## src/rtl/stream_pkg.sv

```systemverilog
// Shared stream-stage types: packet FSM states for the fork stage and combine-stage types.
package stream_pkg;

  typedef enum logic {
    ST_IDLE = 1'b0,
    ST_PKT  = 1'b1
  } fork_state_t;

  typedef enum logic [1:0] {
    CMB_IDLE    = 2'd0,
    CMB_COLLECT = 2'd1,
    CMB_EMIT    = 2'd2
  } combine_state_t;

  localparam int PKT_CNT_W = 16;

endpackage

```

## src/rtl/fork_branch.sv

```systemverilog
// One fork branch: offers the current beat once and remembers that it was taken.
module fork_branch (
  input  logic i_clk,
  input  logic i_reset,
  input  logic i_master_valid,
  input  logic i_mask_bit,
  input  logic i_slave_ready,
  input  logic i_beat_done,
  output logic o_slave_valid,
  output logic o_branch_ok
);

  logic taken_r;

  always_comb begin
    o_slave_valid = i_master_valid & i_mask_bit & ~taken_r;
    o_branch_ok   = ~i_mask_bit | taken_r | i_slave_ready;
  end

  // Taken flag survives a dropped valid and clears only when the whole beat completes.
  always_ff @(posedge i_clk or posedge i_reset) begin
    if (i_reset) begin
      taken_r <= 1'b0;
    end else if (i_beat_done) begin
      taken_r <= 1'b0;
    end else if (o_slave_valid & i_slave_ready) begin
      taken_r <= 1'b1;
    end else begin
      taken_r <= taken_r;
    end
  end

endmodule

```

## src/rtl/fork_split.sv

```systemverilog
// Broadcasts each upstream beat to a masked subset of N branches; completes when all have taken it.
module fork_split
  import stream_pkg::*;
#(
  parameter int N = 4,
  parameter int W = 32
) (
  input  logic                 i_clk,
  input  logic                 i_reset,
  input  logic                 i_master_valid,
  output logic                 o_master_ready,
  input  logic                 i_master_end,
  input  logic [W-1:0]         i_master_data,
  input  logic [N-1:0]         i_master_mask,
  output logic [N-1:0]         o_slave_valid,
  input  logic [N-1:0]         i_slave_ready,
  output logic [W-1:0]         o_slave_data,
  output logic                 o_slave_end,
  output logic [PKT_CNT_W-1:0] o_pkt_cnt
);

  fork_state_t            state_r;
  fork_state_t            next_state_s;
  logic [N-1:0]           mask_r;
  logic [N-1:0]           eff_mask_s;
  logic [N-1:0]           branch_ok_s;
  logic                   beat_done_s;
  logic [PKT_CNT_W-1:0]   pkt_cnt_r;

  always_comb begin
    if (state_r == ST_IDLE) begin
      eff_mask_s = i_master_mask;
    end else begin
      eff_mask_s = mask_r;
    end
  end

  genvar k;
  generate
    for (k = 0; k < N; k++) begin : g_branch
      fork_branch u_branch (
        .i_clk          (i_clk),
        .i_reset        (i_reset),
        .i_master_valid (i_master_valid),
        .i_mask_bit     (eff_mask_s[k]),
        .i_slave_ready  (i_slave_ready[k]),
        .i_beat_done    (beat_done_s),
        .o_slave_valid  (o_slave_valid[k]),
        .o_branch_ok    (branch_ok_s[k])
      );
    end
  endgenerate

  assign o_master_ready = &branch_ok_s;
  assign beat_done_s    = i_master_valid & o_master_ready;
  assign o_slave_data   = i_master_data;
  assign o_slave_end    = i_master_end;
  assign o_pkt_cnt      = pkt_cnt_r;

  always_comb begin
    next_state_s = state_r;
    case (state_r)
      ST_IDLE: begin
        if (beat_done_s & ~i_master_end) next_state_s = ST_PKT;
        else                             next_state_s = ST_IDLE;
      end
      ST_PKT: begin
        if (beat_done_s & i_master_end) next_state_s = ST_IDLE;
        else                            next_state_s = ST_PKT;
      end
      default: next_state_s = ST_IDLE;
    endcase
  end

  // Mask is frozen on the first beat so later mask changes inside a packet are ignored.
  always_ff @(posedge i_clk or posedge i_reset) begin
    if (i_reset) begin
      state_r   <= ST_IDLE;
      mask_r    <= '0;
      pkt_cnt_r <= '0;
    end else begin
      state_r <= next_state_s;
      if (beat_done_s & (state_r == ST_IDLE) & ~i_master_end) begin
        mask_r <= i_master_mask;
      end else begin
        mask_r <= mask_r;
      end
      if (beat_done_s & i_master_end) begin
        pkt_cnt_r <= pkt_cnt_r + 16'd1;
      end else begin
        pkt_cnt_r <= pkt_cnt_r;
      end
    end
  end

endmodule

```

## config.mk

```make
export PLATFORM = sky130hd
export DESIGN_NAME = fork_split
export DESIGN_NICKNAME = d
export VERILOG_FILES = /design/src/rtl/stream_pkg.sv /design/src/rtl/fork_branch.sv /design/src/rtl/fork_split.sv
export SDC_FILE = /design/constraint.sdc
export NUM_CORES = 1
export LEC_CHECK = 0
export ABC_AREA = 1
export CAP_MARGIN = 40
export CORE_AREA = 2 2 90 92
export CTS_CLUSTER_SIZE = 30
export DETAILED_ROUTE_END_ITERATION = 8
export DIE_AREA = 0 0 92 94
export PLACE_DENSITY_LB_ADDON = 0.12
export SETUP_SLACK_MARGIN = 0.15
export SYNTH_ARGS = -nofsm -noshare
export SYNTH_HDL_FRONTEND = slang
export SYNTH_SLANG_ARGS = --single-unit
```

## constraint.sdc

```tcl
create_clock -name i_clk -period 1.94 [get_ports i_clk]
set_clock_uncertainty 0.2 [all_clocks]
set_input_delay 0.194 -clock i_clk [delete_from_list [all_inputs] [get_ports i_clk]]
set_output_delay 0.194 -clock i_clk [all_outputs]
set_load 0.005 [all_outputs]
```

Word level (Yosys, flattened, before mapping)
Index checks and enable logic that the tools add are counted.
{"block": "totals", "ff_bits": 25, "ram_bits": 0, "romBits": 0, "latchBits": 0, "n_memories": 0, "word_cells": 60}
{"block": "op_classes", "muxes": 12, "n_addsub": 1, "n_reduce_logical": 5, "div_mod_pow": 0, "eq_ne": 0, "mul": 0, "shift": 0, "n_bitwise": 35, "n_lt_le_gt_ge": 0}
{"operator": "$and A1 B1 Y1", "count": 17}
{"operator": "$add A16 B1 Y16 const B", "count": 1}
{"operator": "$mux W1", "count": 10}
{"operator": "$not A1 Y1", "count": 10}
{"operator": "$or A1 B1 Y1", "count": 8}
{"operator": "$reduce_bool A2 Y1", "count": 4}
{"operator": "$mux W4", "count": 1}
{"operator": "$reduce_and A4 Y1", "count": 1}
{"operator": "$pmux W1 S2", "count": 1}

Longest topological paths before layout
{"block": "logic_depth", "ltp_word": 9, "mapped_depth": 10, "mapped_depth_nobuf": 9}

Hierarchy
Synthesis repeated with hierarchy kept, for this count alone.
{"block": "unflattened", "cells_unflattened": 244, "hier_area_um2": 1727.9}
{"module": "fork_split", "seq_area_each_um2": 525.5, "area_per_inst_um2": 1462.7, "cells_per_inst": 204, "instances": 1}
{"module": "fork_branch", "seq_area_each_um2": 25.0, "area_per_inst_um2": 66.3, "cells_per_inst": 10, "instances": 4}

Worst setup path before layout
OpenSTA, ideal clock, no wires.
{"block": "synth_timing", "path_kind": "reg2reg", "from": "reg pkt_cnt_r[0], in the netlist o_pkt_cnt[0]", "to": "reg pkt_cnt_r[12], in the netlist o_pkt_cnt[12]", "stages_incl_launch_ff": 9, "arrival_ns": 1.301, "setup_slack_ns": 0.321, "n_path_buf": 0, "setup_ns": 0.118, "path_cell_list": "dfrtp_1 ha_1 inv_1 nor2_1 nand3_1 nand2_1 nand2_1 nand4_1 nand2_1"}
{"block": "synth_between", "elab_chain_cells": 1}
{"element": "from (decl)", "line": "fork_split.sv:28", "text": "logic [PKT_CNT_W-1:0] pkt_cnt_r;"}
{"element": "from (signal assigned)", "line": "fork_split.sv:89", "text": "pkt_cnt_r <= pkt_cnt_r + 16'd1;"}
{"element": "from (signal assigned)", "line": "fork_split.sv:91", "text": "pkt_cnt_r <= pkt_cnt_r;"}
{"element": "$add A16 B1 Y16", "line": "fork_split.sv:89"}
Every way passes these cells.
A chain may end at the register's enable or synchronous reset.

==> qor.yml <==
numCtsBuffers: 3
hold_viol: 0
n_antenna_cell: 0
grt_pass1_wl_um: 8180
synth_top_family_by_area: "simple AND/OR/NAND/NOR gates"
cp_cell_sequence: "buf_6 -> inv_4 -> buf_6 -> nand2_2 -> nand2_2 -> nand3_2 -> nand2_4 -> nor2_8 -> buf_6"
synth_nets: 312
fp.coreArea_mm2: 0.00761
path_class: "flip-flop to output port"
die_y_um: 94
drive_gt1_share_pct: 26.8
num-nets-final: 333
multiInputGateArea_um2: 957
worstPathArrival_ps: 1470
die_area_mm2: 0.00865
cp_slowest_cell: "dfrtp_2"
cts_buffer_depth: 2
rsz0062_at_grt: "yes"
seqCellArea_um2: 631
startpoint_type: "flip-flop"
vias_per_cell: 4.31
rows: 32
grt_max_degree: 26
hpwl_um: 3470
postSynthAreaPerCell_um2: 6.93
crit_top_cell: "buf_6"
root_buffer: "clkbuf_8"
finalSetupViolCount: 0
p_leak_nw: 1.10
drc: 0
slew_viol_final: 0
wl_met2_um: 2370
cts_sinks: 25
slew_headroom_pct: 73.8
tightest_slew_ps: 391
hp-class: "input pin to asynchronous set/reset pin"
cts_tree: "done"
cap_violations: 0
vias: 1677
gp_congestion: 0.724
ant_nets: 0
netlist_area_mm2: 0.00185
initial_core_util_pct: 24.3
antenna_found_initial: 0
synth-simple-area-share_pct: 39.8
die_x_um: 92
cts-hold-fix-buffers: 0
status: "finished clean"
clk_latency_ps: 280
grt_pass1_vias: 1644
crit_required_ps: 1550
io_pins: 98
fin_crit_sh_pct: 96.3
nFillCells: 875
synthCells: 267
yosysSeqAreaShare_pct: 33.8
fin_setup_tns_ps: 0
synth_fa_ha_area_share_pct: 0.676
crit_fanout: 4
wl_met1_um: 2390
yosys_warnings: 0
drtIter0Drc: 67
synth_cell_types: 21
peakVddDrop_v: 0.000246
wl_per_cell_um: 12.8
drt-total-wl_um: 4970
cp-end-kind: "output port"
fmax_mhz: 535
synthMuxAreaShare_pct: 0
wl_met3_um: 194
finalCriticalPeriod_ps: 1870
worst_setup_hold_path_clk_slew_ps: 100
syn2layout_area_growth_pct: 30.0
port-buffer-count: 33
synth_seq_cells: 25
top_layer: "met4"
overflow: 0
htreeDepth: 1
power.density_mw_per_mm2: 1030
holdWs_ps: 69.4
synth-xor-area-share_pct: 1.89
slowest_delay_ps: 450
grt_usage_pct: 11.9
first_pass_iters: 4
synth_compound_area_share_pct: 1.89
-- state kept, by name (all words and copies together), names as in the netlist, named ones only --
name and cells:
mask_r 4, o_pkt_cnt 16, g_branch.u_branch.taken_r 4
-- worst max-delay path, delay by kind of cell (launching register included) --
family	cells	cell delay, ps
simple gates	5	360
buf+inv	4	390
flops	1	450
-- metrics by stage --
| step | power [mW] | cell area, um^2 | utilization, % | setup WS [ps] | cells |
|---|---|---|---|---|---|
| detailed placement | 1.70 | 2090 | 27.5 | -96.8 | 372 |
| global placement | 1.70 | 2090 | 27.5 | -88.2 | 372 |
| global route | 2.69 | 2400 | 31.6 | -35.5 | 389 |
| finish | 2.48 | 2400 | 31.6 | 71.0 | 389 |
| CTS | 2.25 | 2250 | 29.6 | -43.0 | 382 |
| floorplan | 1.36 | 1850 | - | 321 | 267 |
-- power breakdown --
part | internal, mW | switching, mW | total, mW
registers | 0.645 | 0.119 | 0.764
logic | 0.708 | 0.663 | 1.37
clock network | 0.146 | 0.201 | 0.347
-- layout by cell type (no fill, tap or decap), types with 3 or more instances in the layout --
| master | instances |
|---|---|
| inv_1 | 21 |
| clkdlybuf4s50_1 | 28 |
| a21oi_1 | 4 |
| nand3_4 | 3 |
| nand4_1 | 26 |
| nand2_4 | 3 |
| buf_4 | 18 |
| clkbuf_8 | 3 |
| nand3_1 | 7 |
| nand2_2 | 22 |
| dfrtp_1 | 21 |
| dfrtp_2 | 4 |
| nand2_1 | 71 |
| nor2_1 | 21 |
| nand3b_1 | 3 |
| nand3_2 | 3 |
| xor2_1 | 3 |
| buf_6 | 7 |
-- kinds of logic (layout without fill, tap and decap cells) --
logic type      Yosys count  count (layout)
fa+ha+maj                 1               1
buf+inv                  67              86
xor+xnor                  4               4
compound gates            7               7
simple gates            163             164
flops                    25              25
-- cell usage after synthesis --
master	n	area, um^2
nand2_1	94	353
buf_4	39	293
nand4_1	26	163
dfrtp_1	25	626
nor2_1	25	93.8
inv_1	21	78.8
nand3_1	11	55.1
a21oi_1	4	20.0
clkbuf_1	3	11.3
nand3b_1	3	22.5
xor2_1	3	26.3
inv_2	2	7.51
nand2_2	2	12.5
o21ai_0	2	10.0
buf_1	1	3.75
buf_6	1	11.3
ha_1	1	12.5
nand3_4	1	17.5
nor2_8	1	20.0
o21ai_1	1	5.00
xnor2_1	1	8.76
-- timing repair --
action,in CTS,in global routing
endpoints found under the setup margin,26,31
gates resized for setup,29,41
setup buffers,5,7
gates cloned,1,0
pin swaps,9,14
-- layer usage --
layer,vias to the layer above,global-route usage (%)
met5,-,0
met4,0,1.62
met3,4,2.49
met2,35,20.3
met1,774,15.9
li1,864,-
-- layout make-up --
type | count | share of cell area, %
repair buffers | 59 | 22.8
clock buffers | 3 | 1.72
clock inverters | 1 | 0.312
flip-flops and latches | 25 | 26.2
well taps | 102 | 5.31
inverters | 23 | 3.80
multi-input cells | 176 | 39.8
-- worst paths after layout --
kind                                             to  slack [ps]  cells past startpoint
max                                  o_master_ready          70                      9
min                           mask_r[1]$_DFFE_PP0P_          70                      3
max reg2reg                o_pkt_cnt[8]$_DFFE_PP0P_          70                     13
min reg2reg                   mask_r[1]$_DFFE_PP0P_         280                      2
max in group asynchronous  o_pkt_cnt[2]$_DFFE_PP0P_        1190                      3
min in group i_clk                 o_slave_data[12]         190                      0
Note: power is estimated with default switching activity, not from simulation.
